File: src/rtl/seq_datapath_pkg.sv
// Shared types for the sequenced datapath: opcodes, shifter controls, sequencer states.
package seq_datapath_pkg;

  typedef enum logic [2:0] {
    OP_MOVI = 3'd0,
    OP_MOV  = 3'd1,
    OP_ADD  = 3'd2,
    OP_CMP  = 3'd3,
    OP_AND  = 3'd4,
    OP_MVN  = 3'd5,
    OP_LDM  = 3'd6,
    OP_ADDI = 3'd7
  } op_e;

  typedef enum logic [1:0] {
    SH_PASS = 2'd0,
    SH_LSL  = 2'd1,
    SH_LSR  = 2'd2,
    SH_ASR  = 2'd3
  } shift_e;

  typedef enum logic [2:0] {
    IDLE = 3'd0,
    RDA  = 3'd1,
    RDB  = 3'd2,
    EXEC = 3'd3,
    WB   = 3'd4
  } state_e;

  // Ops that need no register operands jump straight from accept to EXEC.
  function automatic logic op_no_reads(input op_e op);
    return (op == OP_MOVI) || (op == OP_LDM);
  endfunction

  // Only the arithmetic ops touch the status flags.
  function automatic logic op_sets_flags(input op_e op);
    return (op == OP_ADD) || (op == OP_ADDI) || (op == OP_CMP);
  endfunction

endpackage

File: src/rtl/seq_regfile.sv
// General register file: NREG x W, two combinational read ports, one synchronous write port.
module seq_regfile
  import seq_datapath_pkg::*;
#(
  parameter int W    = 16,
  parameter int NREG = 8
) (
  input  logic                     clk,
  input  logic                     reset_n,
  input  logic                     we,
  input  logic [$clog2(NREG)-1:0]  waddr,
  input  logic [W-1:0]             wdata,
  input  logic [$clog2(NREG)-1:0]  raddr_a,
  input  logic [$clog2(NREG)-1:0]  raddr_b,
  output logic [W-1:0]             rdata_a,
  output logic [W-1:0]             rdata_b
);

  logic [W-1:0] regs [NREG];

  // Write port; the whole array clears on reset.
  always_ff @(posedge clk or negedge reset_n) begin
    if (!reset_n) begin
      for (int i = 0; i < NREG; i++) regs[i] <= '0;
    end else if (we) begin
      regs[waddr] <= wdata;
    end
  end

  assign rdata_a = regs[raddr_a];
  assign rdata_b = regs[raddr_b];

endmodule

File: src/rtl/seq_datapath.sv
// Sequenced datapath: one valid/ready request runs read-A, read-B, execute and write-back.
module seq_datapath
  import seq_datapath_pkg::*;
#(
  parameter int W    = 16,
  parameter int NREG = 8,
  parameter int IMMW = 8
) (
  input  logic                     clk,
  input  logic                     reset_n,
  input  logic                     req_valid,
  output logic                     req_ready,
  input  logic [2:0]               req_op,
  input  logic [$clog2(NREG)-1:0]  req_rd,
  input  logic [$clog2(NREG)-1:0]  req_rn,
  input  logic [$clog2(NREG)-1:0]  req_rm,
  input  logic [1:0]               req_shift,
  input  logic [IMMW-1:0]          req_imm,
  input  logic [W-1:0]             mdata,
  output logic                     rsp_valid,
  output logic [W-1:0]             rsp_data,
  output logic                     z_out,
  output logic                     n_out,
  output logic                     v_out,
  output logic                     busy
);

  localparam int RW = $clog2(NREG);

  // Shifter applied to the B operand; shifts are by one place only.
  function automatic logic signed [W-1:0] shift_b(input logic signed [W-1:0] x, input shift_e s);
    logic signed [W-1:0] r;
    case (s)
      SH_LSL:  r = {x[W-2:0], 1'b0};
      SH_LSR:  r = {1'b0, x[W-1:1]};
      SH_ASR:  r = {x[W-1], x[W-1:1]};
      default: r = x;
    endcase
    return r;
  endfunction

  // Immediate sign extension to the datapath width.
  function automatic logic signed [W-1:0] sext_imm(input logic [IMMW-1:0] i);
    logic signed [IMMW-1:0] s;
    s = i;
    return W'(s);
  endfunction

  // Signed overflow: operands agree in sign and the sum does not.
  function automatic logic add_ovf(input logic signed [W-1:0] x, y, r);
    return (x[W-1] == y[W-1]) && (r[W-1] != x[W-1]);
  endfunction

  // Signed overflow of x - y: operands differ in sign and the result follows y.
  function automatic logic sub_ovf(input logic signed [W-1:0] x, y, r);
    return (x[W-1] != y[W-1]) && (r[W-1] != x[W-1]);
  endfunction

  state_e              state;
  op_e                 op_q;
  logic [RW-1:0]       rd_q, rn_q, rm_q;
  shift_e              shift_q;
  logic [IMMW-1:0]     imm_q;

  logic signed [W-1:0] a_p0, b_p1, c_p2;
  logic [W-1:0]        rf_a, rf_b;
  logic                rf_we;

  logic signed [W-1:0] b_sh, imm_x, alu_res;
  logic                v_nxt;

  seq_regfile #(.W(W), .NREG(NREG)) u_regfile (
    .clk     (clk),
    .reset_n (reset_n),
    .we      (rf_we),
    .waddr   (rd_q),
    .wdata   (c_p2),
    .raddr_a (rn_q),
    .raddr_b (rm_q),
    .rdata_a (rf_a),
    .rdata_b (rf_b)
  );

  // Write-back commits on the edge ending WB; CMP only produces flags.
  assign rf_we    = (state == WB) && (op_q != OP_CMP);
  assign rsp_data = c_p2;

  // ALU and result mux for the EXEC stage.
  always_comb begin
    b_sh    = shift_b(b_p1, shift_q);
    imm_x   = sext_imm(imm_q);
    alu_res = '0;
    v_nxt   = 1'b0;
    case (op_q)
      OP_MOVI: alu_res = imm_x;
      OP_MOV:  alu_res = b_sh;
      OP_ADD: begin
        alu_res = a_p0 + b_sh;
        v_nxt   = add_ovf(a_p0, b_sh, alu_res);
      end
      OP_CMP: begin
        alu_res = a_p0 - b_sh;
        v_nxt   = sub_ovf(a_p0, b_sh, alu_res);
      end
      OP_AND:  alu_res = a_p0 & b_sh;
      OP_MVN:  alu_res = ~b_sh;
      OP_LDM:  alu_res = mdata;
      OP_ADDI: begin
        alu_res = a_p0 + imm_x;
        v_nxt   = add_ovf(a_p0, imm_x, alu_res);
      end
      default: alu_res = '0;
    endcase
  end

  // Micro-sequencer with the A/B/C registers, flags and registered handshake outputs.
  always_ff @(posedge clk or negedge reset_n) begin
    if (!reset_n) begin
      state     <= IDLE;
      op_q      <= OP_MOVI;
      rd_q      <= '0;
      rn_q      <= '0;
      rm_q      <= '0;
      shift_q   <= SH_PASS;
      imm_q     <= '0;
      a_p0      <= '0;
      b_p1      <= '0;
      c_p2      <= '0;
      z_out     <= 1'b0;
      n_out     <= 1'b0;
      v_out     <= 1'b0;
      rsp_valid <= 1'b0;
      busy      <= 1'b0;
      req_ready <= 1'b1;
    end else begin
      rsp_valid <= 1'b0;
      case (state)
        IDLE, WB: begin
          // A request taken in WB behaves exactly like one taken in IDLE.
          if (req_valid) begin
            op_q      <= op_e'(req_op);
            rd_q      <= req_rd;
            rn_q      <= req_rn;
            rm_q      <= req_rm;
            shift_q   <= shift_e'(req_shift);
            imm_q     <= req_imm;
            state     <= op_no_reads(op_e'(req_op)) ? EXEC : RDA;
            busy      <= 1'b1;
            req_ready <= 1'b0;
          end else begin
            state     <= IDLE;
            busy      <= 1'b0;
            req_ready <= 1'b1;
          end
        end
        RDA: begin
          // Stage A: first source operand.
          a_p0  <= rf_a;
          state <= RDB;
        end
        RDB: begin
          // Stage B: second source operand, shifted later in EXEC.
          b_p1  <= rf_b;
          state <= EXEC;
        end
        EXEC: begin
          // Stage C: result and flags, presented during WB.
          c_p2 <= alu_res;
          if (op_sets_flags(op_q)) begin
            z_out <= (alu_res == '0);
            n_out <= alu_res[W-1];
            v_out <= v_nxt;
          end
          state     <= WB;
          rsp_valid <= 1'b1;
          req_ready <= 1'b1;
        end
        default: begin
          state     <= IDLE;
          busy      <= 1'b0;
          req_ready <= 1'b1;
        end
      endcase
    end
  end

endmodule

File: config.mk
export PLATFORM = sky130hd
export DESIGN_NAME = seq_datapath
export DESIGN_NICKNAME = d
export VERILOG_FILES = /design/src/rtl/seq_datapath_pkg.sv /design/src/rtl/seq_regfile.sv /design/src/rtl/seq_datapath.sv
export SDC_FILE = /design/constraint.sdc
export NUM_CORES = 1
export LEC_CHECK = 0
export BUFFER_PORTS_ARGS = -buffer_cell sky130_fd_sc_hd__buf_2
export CAP_MARGIN = 20
export CORE_MARGIN = 1
export CORE_UTILIZATION = 55
export DETAILED_ROUTE_END_ITERATION = 16
export PLACE_DENSITY = 0.85
export SKIP_LAST_GASP = 1
export SLEW_MARGIN = 20
export SYNTH_ARGS = -nofsm -noshare
export SYNTH_HDL_FRONTEND = slang
export SYNTH_SLANG_ARGS = --single-unit
File: constraint.sdc
create_clock -name clk -period 3.8 [get_ports clk]
set_input_delay 0.57 -clock clk [delete_from_list [all_inputs] [get_ports clk]]
set_output_delay 0.57 -clock clk [all_outputs]
set_load 0.05 [all_outputs]
[Word-level counts from Yosys, hierarchy flattened]
Cells that the tools add are included.
Word-level totals
  output and inout port bits: 22
  word-level logic and storage cells: 95
  input bits: 41
  register bits: 207
Operators by class
  reductions and logical operators: 17
  equal/unequal tests: 22
  bitwise operators: 5
  order comparisons: 4
  $add $sub $neg: 3
  mux-type cells: 20
Operators by type and width (number)
  $bwmux W128: 1
  $pmux W16 S8: 1
  $bmux W16 S3: 2
  $mux W16: 5
  $demux W16 S3: 1
  $pmux W16 S3: 1
  $eq A3 B3 Y1 const B: 6
  $add A16 B16 Y16: 1
  $add A16 B8 Y16: 1
  $and A16 B16 Y16: 1
  $logic_not A16 Y1: 1
  $not A16 Y16: 1
  $sub A16 B16 Y16: 1
  $eq A3 B2 Y1 const B: 4
  $ge A4 B4 Y1 const B: 3
  $not A3 Y4: 3
  $pmux W3 S4: 1
  $logic_not A3 Y1: 3
  $eq A3 B1 Y1 const B: 2
  $logic_and A1 B1 Y1: 5
  $eq A2 B2 Y1 const B: 2
  $lt A4 B1 Y1 const B: 1
  $mux W2: 2
  $ne A1 B1 Y1: 4
  10 further kinds: 18

[Depth between registers and ports, before layout]
  depth in word-level cells: 6
  depth in mapped cells: 18
  depth with buffers taken out: 14

[Cells and area by module]
From an unflattened synthesis, not the netlist that was laid out.
Second synthesis, totals
  cell total of the unflattened synthesis: 1202
  area, all modules: 13829.5 um2
By module, submodules not included
  seq_regfile: instances 1, area each 7000.5 um2, cells each 393
  seq_datapath: instances 1, area each 6829.0 um2, cells each 809

[Least setup slack after synthesis]
OpenSTA, ideal clock, no wires.
  path type: reg2reg
  from: register shift_q[1]
  to: register z_out
  data arrival time: 3628 ps
  library setup time: 66 ps
  cell stages (with the launch flop): 18
  path slack: 105 ps
  path buffers: 4
  cell sequence: dfrtp_1 clkbuf_1 buf_2 buf_2 buf_2 nor2_1 a22o_1 ha_1 fa_1 or2_1 a221oi_2 mux2i_1 a211oi_1 a31oi_1 nor4_1 nor4bb_1 nand4_1 nand2_1
Between the ends
  cells in the longest elaborated chain, start to end: 5
  elaborated cells between the ends (all ways): 10
  those cells by class: 2 x add/sub; 3 x eq/ne; 2 x mux; 2 x bitwise; 1 x reduce/logical
RTL lines
  start: declaration: RTL line seq_datapath.sv:62  | shift_e shift_q;
  start signal: assignment: RTL line seq_datapath.sv:145  | shift_q <= shift_e'(req_shift);
  $eq A2 B2 Y1 or $eq A2 B1 Y1 (tied branches): RTL line seq_datapath.sv:33  | case (s)
  $pmux W16 S3 (*): RTL line seq_datapath.sv:33
  $sub A16 B16 Y16, or another cell as far along: RTL line seq_datapath.sv:102  | alu_res = a_p0 - b_sh;
  $pmux W16 S8 (*): RTL line seq_datapath.sv:94  | case (op_q)
  $logic_not A16 Y1 (*): RTL line seq_datapath.sv:170  | z_out <= (alu_res == '0);
  end signal: assignment: RTL line seq_datapath.sv:170
  end: declaration: RTL line seq_datapath.sv:22  | output logic z_out,
Every way passes the cells marked *; elsewhere a longest branch is shown, timed or not.
A chain may end at the register's enable or synchronous reset.

[Final worst setup path]
Ends and elaborated chain as after synthesis.

==> impl_summary.log <==
[metrics] synth cell count leaders: dfrtp_1, mux2_2, nand2_1
[metrics] hpwl dp: between 20,000 and 30,000 um
[metrics] FF-to-FF setup slack: around 210 ps
[metrics] Hold Buf Count CTS: 0
[metrics] Final Cycle Share: a little over nine tenths
[metrics] crit path max fanout: 4
[metrics] required time of the worst setup path: ~4200 ps
[metrics] Util after Layout: 62.53%
[metrics] setup_tns: 0 ps
[metrics] endpoint kind of the worst setup timing path: flop
[metrics] final antenna diode count: 0
[metrics] final-report max-slew violation count: 0
[metrics] number of iterations in the first detailed-routing pass: 7
[metrics] path class of the lowest-slack min-delay path: in2async
[metrics] total via count after detailed routing: ~11,000
[metrics] count of buffers inserted at the top-level ports: 62
[metrics] share of flip-flops with an asynchronous set or reset after synthesis: 100.0%
[metrics] share of final-layout standard cells stronger than drive strength 1: between 20 and 30%
[metrics] Crit Reg-Reg Startpoint: shift_q[1]
[metrics] boundary pin count: 63
[metrics] clock slew at reported path FFs: roughly 60 ps
[metrics] Sinks on Clock Net: 206
[metrics] Setup Buffers After CTS: 0
[metrics] critical register-to-register path endpoint: z_out
[metrics] GRT overflow: 0
[metrics] Core Rows: 57
[metrics] depth of the worst register-to-register path: 14
[metrics] number of synthesized flops with an enable pin: 0
[metrics] Worst Setup Start Kind: flop
[metrics] area of the core region: approximately 24,000 um^2
[metrics] total length of routed wires: roughly 40,000 um
[metrics] Total GRT Usage: a little over 30%
[metrics] clock insertion delay at the later pin of the skew report: just over 500 ps
[metrics] worst setup slack before clock tree synthesis: 6.963 ps
[metrics] relative slew slack: around 22%
[metrics] overall die area: 25,670 um^2
[metrics] root cell of the clock tree: clkbuf_16
[metrics] flip-flop cell with the highest count after synthesis: dfrtp_1
[metrics] number of cells produced by synthesis: 1,281
[metrics] fraction of post-synthesis cell area in the top cell type by area: approximately 37%
[metrics] time the worst path needs with I/O delays and setup: roughly 3600 ps
[metrics] residual antenna-violating net count after detailed routing: 0
[metrics] Hold Fails Final Rpt: 0
[metrics] final setup slack of the worst path: 212.3 ps
[metrics] Starting Density: a little under three fifths
[metrics] top area cells in the synthesized netlist: dfrtp_1, mux2_2, mux4_2
[metrics] transition time at the pin with the least slew margin: 1169 ps
[metrics] DR WL/cell: between 20 and 25 um
[metrics] sequential fraction of the synthesis area: 37.46%
[metrics] number of antenna violations at the first check in global routing: 0
[metrics] 1st-iter DRT viols: between 900 and 1,000
[metrics] Post-Synthesis Cell Area: approximately 14,000 um^2
[metrics] startpoint of the most critical setup path: shift_q[1]
[metrics] number of clock buffers inserted by TritonCTS: 21
[metrics] largest net degree at the start of global routing: ~110
[metrics] unrepaired setup endpoints after global routing: false
[metrics] Crit Path Class: reg2reg
[metrics] mean area per synthesized cell: between 10 and 15 um^2
[metrics] routed vias/inst: 6.558
[metrics] post-route DRC violation count: 0
[metrics] result of the run: complete, no violations
[metrics] signal arrival time at the worst endpoint: between 3000 and 4000 ps
[metrics] global-route wire length before repair: 61,530 um
[metrics] Clock Skews: 16.67 ps
[metrics] number of nets in the layout: ~1,400
[metrics] Max Root-Sink Buffers: 3
[metrics] number of nets produced by synthesis: between 1,000 and 1,500
[metrics] routability congestion estimate from global placement: 0.9718
[metrics] Worst setup endpoint: z_out
[metrics] cell with the most instances after synthesis: dfrtp_1
[metrics] die span in x: 160.2 um
[metrics] max cap viols: 0
[metrics] number of storage elements in the synthesis netlist: ~210
[metrics] upper clock frequency limit: 278.7 MHz
[metrics] largest area contributor in the netlist: dfrtp_1
[metrics] post-synth cell types: 97
[metrics] area growth from synthesis to layout: 11.12%
[metrics] Syn. warnings: 0
[metrics] TritonCTS clock tree: built
[metrics] total of endpoints with negative setup slack in the final report: 0
[metrics] number of H-tree branching levels: 1
[metrics] Filler cells: about 1,900
[metrics] via count of the first global-routing pass: approximately 11,000
[metrics] chip height: 160.2 um
==> how the worst min path moves through the flow <==
stage / depth (start not counted) / endpoint / startpoint
floorplan: 0 / a_p0[0] / reset_n
global placement: 2 / req_ready / req_ready
detailed placement: 2 / z_out / z_out
CTS: 1 / rd_q[1] / reset_n
global route: 1 / u_regfile.regs[75] / reset_n
finish: 1 / u_regfile.regs[15] / reset_n
==> registers in the layout, summed over array words and instances (netlist names), 2 cells and up <==
register and count:
u_regfile.regs 128, state 2, rn_q 3, imm_q 8, b_p1 16, rd_q 3, rsp_data 16, op_q 3
a_p0 16, rm_q 3, shift_q 2
==> cell type report <==
class | count | area [um^2] | area share, %
Multi-Input combinational cell | 957 | 8129 | 53.15
Sequential cell | 206 | 5162 | 33.75
Tap cell | 324 | 405.4 | 2.650
Clock inverter | 5 | 85.08 | 0.5562
Inverter | 36 | 135.1 | 0.8834
Clock buffer | 32 | 636.9 | 4.164
Timing Repair Buffer | 115 | 742.0 | 4.851
==> cell usage in the layout (no fill, tap or decap), drive strengths merged, types with 20 or more instances in the layout <==
cell type	instances
a21oi	79
buf	114
clkbuf	33
dfrtp	205
ha	52
inv	37
mux2	144
mux2i	52
mux4	65
nand2	107
nand3	20
nor2	82
o21ai	54
==> per-layer routing <==
| metal | up-vias | wire, um | GRT usage [%] | share of wire, % |
|---|---|---|---|---|
| met4 | 0 | 1356 | 12.25 | 3.5 |
| met3 | 102 | 2912 | 4.364 | 7.5 |
| met1 | 5500 | 15910 | 40.79 | 41 |
| met5 | - | 0 | 0 | 0 |
| met2 | 486 | 18760 | 50.91 | 48 |
| li1 | 4897 | - | - | - |
==> what timing repair did <==
action,CTS,global route
gates resized for setup,1,7
pin swaps,0,1
endpoints found under the setup margin,1,2
==> critical path, stage by stage (launching register included) <==
cell and delay [ps]:
dfrtp_1 430, nor2_1 120, a22o_1 210, ha_1 230
inv_1 80, fa_1 410, nor2b_1 220, o221ai_1 250
a211oi_1 360, o211ai_1 200, a2111oi_0 530, buf_4 210
nor4_1 50, nand4_1 100, nand2_1 50
==> cell families (layout without fill, tap and decap cells) <==
group	after synthesis	after routing	synth area share, %
compound gates	270	270	13.25
xor+xnor	19	19	1.209
fa+ha+maj	55	55	5.163
buf+inv	118	188	3.836
flops	206	206	37.46
mux	261	261	26.22
simple gates	352	352	12.86
==> per-stage QoR <==
| step | std cells | area [um^2] | hold slack (ps) |
|---|---|---|---|
| after floorplan | 1281 | 13770 | 274.4 |
| after global placement | 1638 | 14540 | 491.9 |
| after detailed placement | 1638 | 14540 | 501.1 |
| after CTS | 1675 | 15270 | 216.6 |
| after global routing | 1675 | 15300 | 259.6 |
| final | 1675 | 15300 | 186.0 |
Power is left out: the tool's default activity adds up to more than one toggle a clock period on the data nets, which glitch-free logic cannot reach.
